`config.mk`:
```
export PLATFORM = sky130hd
export DESIGN_NAME = regfile_writeback_queue
export DESIGN_NICKNAME = d
export VERILOG_FILES = /design/src/rtl/regfile_writeback_queue.sv
export SDC_FILE = /design/constraint.sdc
export NUM_CORES = 1
export LEC_CHECK = 0
export ABC_AREA = 1
export CAP_MARGIN = 20
export CORE_UTILIZATION = 33
export DETAILED_ROUTE_END_ITERATION = 6
export DONT_BUFFER_PORTS = 1
export PLACE_DENSITY = 0.46
export SETUP_SLACK_MARGIN = 0.4
export SLEW_MARGIN = 5
export SYNTH_ARGS = -nofsm -noshare
export SYNTH_HDL_FRONTEND = slang
export SYNTH_SLANG_ARGS = --single-unit
```
`constraint.sdc`:
```
create_clock -name clk -period 5.16 [get_ports clk]
set_input_delay 1.548 -clock clk [delete_from_list [all_inputs] [get_ports clk]]
set_output_delay 1.548 -clock clk [all_outputs]
set_load 0.02 [all_outputs]
```
`src/rtl/regfile_writeback_queue.sv`:
```
// rtl/regfile_writeback_queue.sv - in-order writeback queue feeding the register file
// Two-source (mem, alu) accept, one drain per cycle, with youngest-match forwarding to decode.
module regfile_writeback_queue #(
   parameter int DEPTH = 4
) (
   input  logic                     clk,
   input  logic                     reset,
   input  logic                     aluValid,
   input  logic [4:0]               aluRegister,
   input  logic [31:0]              aluData,
   output logic                     aluReady,
   input  logic                     memValid,
   input  logic [4:0]               memRegister,
   input  logic [31:0]              memData,
   output logic                     memReady,
   output logic [4:0]               writeRegister,
   output logic [31:0]              writeData,
   output logic                     regWrite,
   input  logic [4:0]               fwdRegister1,
   input  logic [4:0]               fwdRegister2,
   output logic                     fwdHit1,
   output logic                     fwdHit2,
   output logic [31:0]              fwdData1,
   output logic [31:0]              fwdData2,
   output logic [$clog2(DEPTH):0]   count
);
   localparam int AW = $clog2(DEPTH);
   localparam int CW = AW + 1;

   logic [4:0]    regMem  [DEPTH];
   logic [31:0]   dataMem [DEPTH];
   logic [AW-1:0] head;
   logic [AW-1:0] tail;
   logic [CW-1:0] slots;
   logic          memNeeds;
   logic          memPush;
   logic          aluPush;
   logic          pop;
   logic [1:0]    pushes;

   // Scan oldest to youngest so the last match wins; entries outside count are stale.
   function automatic logic [32:0] lookup(input logic [4:0] addr);
      logic [32:0]   r;
      logic [AW-1:0] idx;
      r = '0;
      for (int i = 0; i < DEPTH; i++) begin
         idx = head + AW'(i);
         if (addr != 5'd0 && CW'(i) < count && regMem[idx] == addr)
            r = {1'b1, dataMem[idx]};
      end
      return r;
   endfunction

   always_comb begin
      pop      = (count != '0);
      slots    = CW'(DEPTH) - count + CW'(pop);
      memNeeds = memValid && (memRegister != 5'd0);
      memReady = (slots != '0);
      aluReady = ({1'b0, slots} >= ((CW+1)'(1) + (CW+1)'(memNeeds)));
      memPush  = memValid && memReady && (memRegister != 5'd0);
      aluPush  = aluValid && aluReady && (aluRegister != 5'd0);
      pushes   = {1'b0, memPush} + {1'b0, aluPush};
   end

   always_comb begin
      regWrite      = pop;
      writeRegister = pop ? regMem[head]  : 5'd0;
      writeData     = pop ? dataMem[head] : 32'd0;
      {fwdHit1, fwdData1} = lookup(fwdRegister1);
      {fwdHit2, fwdData2} = lookup(fwdRegister2);
   end

   // Memory result belongs to the older instruction, so it takes the first free position.
   always_ff @(posedge clk) begin
      if (memPush) begin
         regMem[tail]  <= memRegister;
         dataMem[tail] <= memData;
      end
      if (aluPush) begin
         regMem[tail + AW'(memPush)]  <= aluRegister;
         dataMem[tail + AW'(memPush)] <= aluData;
      end
   end

   always_ff @(posedge clk or posedge reset) begin
      if (reset) begin
         head  <= '0;
         tail  <= '0;
         count <= '0;
      end else begin
         head  <= head + AW'(pop);
         tail  <= tail + AW'(pushes);
         count <= count + CW'(pushes) - CW'(pop);
      end
   end
endmodule
```
==> Word level (Yosys, flattened, before mapping) <==
Memories as Yosys holds them, arrays and structs flattened.
Cells that the tools add are included.
W data, S select, Z words.
{ "classes": {"n_eq_ne": 8, "n_lt_le_gt_ge": 5, "add_sub_neg": 12, "n_mux": 14, "reduce_logical": 27} }
{ "ops": {"columns": ["cell", "n"], "rows": [
  ["$mux W33", 8],
  ["$eq A5 B5 Y1", 8],
  ["$mux W32", 1],
  ["$logic_and A1 B1 Y1", 21],
  ["$reduce_bool A5 Y1", 4],
  ["$lt A1 B3 Y1 const A", 2],
  ["$lt A2 B3 Y1 const A", 2],
  ["$reduce_bool A3 Y1", 2],
  ["$mux W5", 1],
  ["$add A2 B1 Y2", 2],
  ["$add A2 B2 Y2 const B", 2],
  ["$mux W1", 4],
  ["$add A3 B1 Y3", 1],
  ["$add A3 B2 Y3", 1],
  ["$ge A3 B2 Y1", 1],
  ["$sub A3 B1 Y3", 1],
  ["$sub A3 B3 Y3 const A", 1],
  ["$add A1 B1 Y2", 1],
  ["$add A1 B1 Y2 const A", 1],
  ["$add A2 B1 Y2 const B", 1],
  ["$add A2 B2 Y2", 1]
]} }
{ "word_totals": {"memories": 2, "inputBits": 88, "ramBits": 148, "reg_bits": 7} }
{ "memory_table": {"columns": ["memory", "words", "width", "read_ports", "rd_ports_with_merged_regs", "wr", "line", "source"], "rows": [
  ["dataMem", 4, 32, 4, 0, 2, "31", "logic [31:0] dataMem [DEPTH];"],
  ["regMem", 4, 5, 4, 0, 2, "30", "logic [4:0] regMem [DEPTH];"]
]} }

==> Logic depth before layout (Yosys ltp) <==
Gate-level depths: netlist (run 1).
{ "logic_depth": {"depth_word": 9, "depth_mapped": 21, "mapped_depth_nobuf": 20} }

==> Worst setup path before layout (run 1) <==
No wires, ideal clock.
{ "synth_path": {"path_kind": "register -> register", "from": "reg count[2]", "to": "mem dataMem[0][0] (enable)", "path_stages_with_launch": 13, "arrival_time_ns": 5.036, "setup_slack_ns": -0.358, "cell_sequence": "dfrtp_1 > inv_1 > nand3_1 > inv_1 > clkbuf_1 > ha_1 > inv_1 > ha_1 > xnor2_1 > nand3b_1 > and3_1 > nand2_1 > o21ai_0"} }
{ "synth_rtl": {"columns": ["element", "line", "source"], "rows": [
  ["start: declaration", "25", "output logic [$clog2(DEPTH):0] count"],
  ["start signal: assignment", "93", "count <= count + CW'(pushes) - CW'(pop);"],
  ["end: declaration", "31", null]
]} }

==> Worst setup path after layout (run 1) <==
{ "layout_path": {"from": "in fwdRegister2[4]", "to": "out fwdData2[10]"} }
{ "layout_between": {"elab_chain_cells": 7} }
{ "layout_rtl": {"columns": ["element", "line", "source"], "rows": [
  ["start: declaration", "20", "input logic [4:0] fwdRegister2,"],
  ["$reduce_bool A5 Y1", "48", "if (addr != 5'd0 && CW'(i) < count && regMem[idx] == addr)"],
  ["$logic_and A1 B1 Y1 (2 in a row)", "48", null],
  ["$mux W33 (3 in a row)", "48", null],
  ["$mux W33 *", "48", null],
  ["end: declaration", "24", "output logic [31:0] fwdData2,"]
]} }
Mark *: on every way between the ends. The rest lies on a longest branch, timed or not.

==> impl_metrics.json, run 1 <==
{
  "fin_crit_ns": 4.63,
  "ios": 197,
  "rr_worst_depth": 15,
  "syn-num-nets": 2386,
  "slew_headroom_pct": 39.3,
  "io_buffers": 0,
  "status": "finished clean",
  "dieArea_mm2": 0.0431,
  "synth.ff_latch_count": 155,
  "cts_sinks": 155,
  "netlist_area_mm2": 0.0139,
  "ys_seq_area_share_pct": 33.1,
  "via_per_inst": 5.13,
  "yosysUniqueCellTypes": 34,
  "die_h_um": 208,
  "drtAntennaViolNets": 0,
  "crit_required_ns": 3.61,
  "arrival_ns": 3.08,
  "final_nets": 2306,
  "rsz0062_at_grt": "no",
  "antenna_found_initial": 4,
  "cp-startpoint": "fwdRegister2[4]",
  "synth_area_leaders": "edfxtp_1 32%, nand2_1 22%, o21ai_0 14%, nor2_1 7.1%, inv_1 5.8%",
  "fmax_mhz": 216,
  "numCtsBuffers": 17,
  "grt_max_degree": 178,
  "grt_use_total_pct": 23.4,
  "finalWirelength_um": 52200,
  "cts-root-buf": "clkbuf_16",
  "period_share_pct": 89.7,
  "drt-initial-drc-count": 1040,
  "coreArea_mm2": 0.0413,
  "fin_skew_ns": 0.0103,
  "syn_area_per_cell_um2": 6.10,
  "r2r_end": "dataMem[3][29]$_DFFE_PP_",
  "synth-async-reset-ratio_pct": 4.52,
  "grt_pass1_wl_um": 77700,
  "cp-start-kind": "input pin",
  "tns_ns": 0,
  "drc": 0,
  "worstSetupPathType": "input pin to output port",
  "fillers": 4500,
  "dr.pass1.iters": 5,
  "seqCellArea_mm2": 0.00463,
  "grt_pass1_vias": 12900,
  "overflow": 0,
  "h-tree-depth": 4,
  "synth_cells": 2286,
  "whs_ns": 0.580,
  "endpoint": "fwdData2[10]",
  "clk_latency_ns": 0.44,
  "path_clk_slew_ns": 0.06,
  "ys_top_cells_by_count": "836 x nand2_1, 378 x o21ai_0, 263 x nor2_1",
  "ff2ff_setup_slack_ns": 0.98,
  "hold_class": "flop to flop",
  "worstSetupEndpointType": "output port",
  "wl_per_cell_um": 18.9,
  "start_util_pct": 33.8,
  "synth_top_area_share_pct": 31.9,
  "hold_viol": 0,
  "fp.dieW_um": 208,
  "row_count": 74,
  "ys_warn_count": 0,
  "setup_violations": 0,
  "maxCapViolations": 0,
  "place_congestion": 0.872,
  "synth_edf_count": 148,
  "cts_max_path_buffers": 2,
  "vias": 14100,
  "yosysMostFrequentCell": "nand2_1",
  "place_hpwl_um": 36100,
  "path_max_fanout": 22,
  "synthToLayoutAreaGrowth_pct": 9.46,
  "synth_top_area_cell": "edfxtp_1",
  "drive_gt1_share_pct": 5.54,
  "finalMaxSlewViolations": 0,
  "max_slew.worst_pin.slew_ns": 0.907,
  "synth_flop_cell": "edfxtp_1",
  "r2r_start": "count[2]$_DFF_PP0_",
  "multi_input_comb_area_mm2": 0.00787,
  "cts_tree": "built"
}
[cells by family after synthesis]
family / Yosys count / synth area share (%)
AND/OR/NAND/NOR: 1307 / 37.9
AO/OA/AOI/OAI: 420 / 15.1
flip-flops: 155 / 33.1
buffers and inverters: 375 / 11.6
adder cells (fa/ha/maj): 12 / 1.13
multiplexers: 3 / 0.215
XOR/XNOR: 14 / 0.879
[critical path, stage by stage]
cell,delay (ns)
inv_1,0.08
nand3_1,0.18
nand2_1,0.07
inv_1,0.05
nand2_1,0.08
nor2_4,0.22
nand3_2,0.11
buf_4,0.26
nor2_1,0.13
nor2_1,0.05
nand2_1,0.05
nand2_1,0.04
nand2_1,0.21
[repair_timing]
item	in CTS	in global routing
resized for setup	2	16
setup buffers	0	7
setup endpoints to repair	66	66
cloned	0	4
hold buffers	0	0
pin swaps	0	3
[layout make-up]
type	count	share of cell area [%]
flip-flops and latches	155	30.3
diodes	4	0.0656
inverters	216	5.40
clock buffers	17	2.79
clock inverters	15	0.910
well taps	532	4.36
multi-input cells	1756	51.5
repair buffers	60	4.64
[worst min-delay path by stage]
stage / from / endpoint / slack (ns) / cells after the start
after detailed placement: tail[0]$_DFF_PP0_ / tail[0]$_DFF_PP0_ / 0.57 / 1
after floorplan: tail[0]$_DFF_PP0_ / tail[0]$_DFF_PP0_ / 0.53 / 1
after CTS: tail[0]$_DFF_PP0_ / tail[0]$_DFF_PP0_ / 0.58 / 1
final: tail[0]$_DFF_PP0_ / tail[0]$_DFF_PP0_ / 0.58 / 1
after global placement: tail[0]$_DFF_PP0_ / tail[0]$_DFF_PP0_ / 0.57 / 1
after global routing: tail[0]$_DFF_PP0_ / tail[0]$_DFF_PP0_ / 0.62 / 1
[cells in the final DEF, fill, tap and decap left out, drive strengths merged, types with 2 or more instances in the layout]
master / Yosys / final
a21oi: 6 / 6
buf: 91 / 56
clkbuf: 68 / 21
clkinv: 0 / 7
clkinvlp: 0 / 3
dfrtp: 7 / 7
diode: 0 / 4
edfxtp: 148 / 148
ha: 11 / 11
inv: 216 / 220
mux2i: 3 / 3
nand2: 837 / 837
nand3: 130 / 130
nand3b: 3 / 3
nand4: 64 / 64
nor2: 267 / 267
o21ai: 413 / 413
or2: 2 / 2
xnor2: 4 / 4
xor2: 10 / 10
[through the flow]
stage	setup WS, ns	cells	utilization (%)	cell area, µm²
3_5_place_dp	0.495	2708	35.0	14500
5_1_grt	0.403	2754	37.0	15300
2_1_floorplan	0.858	2286	-	14000
6_report	0.531	2755	37.0	15300
4_1_cts	0.425	2740	36.4	15000
3_3_place_gp	0.475	2708	35.0	14500
[state kept, by name (all words and copies together), names as in the netlist]
name,cells
count,3
dataMem,128
head,2
tail,2
regMem,20
[layer usage]
layer  GRT usage [%]  wire length, µm
met5               0                0
met2            38.4            24000
met3            4.67             3340
met1            30.8            23600
met4            7.75             1200
Power of run 1 is left out: the tool's default activity adds up to more than one toggle a clock period on the data nets, which glitch-free logic cannot reach.
==> run 2: changes to the inputs <==
--- a/config.mk
+++ b/config.mk
@@ -10,6 +10,7 @@
 export CORE_UTILIZATION = 33
 export DETAILED_ROUTE_END_ITERATION = 6
 export DONT_BUFFER_PORTS = 1
+export GPL_TIMING_DRIVEN = 1
 export PLACE_DENSITY = 0.46
 export SETUP_SLACK_MARGIN = 0.4
 export SLEW_MARGIN = 5
==> results of run 2 <==
No change in the layout: final DEF, timing and power equal those of run 1.
Power of run 2 is left out for the same reason.
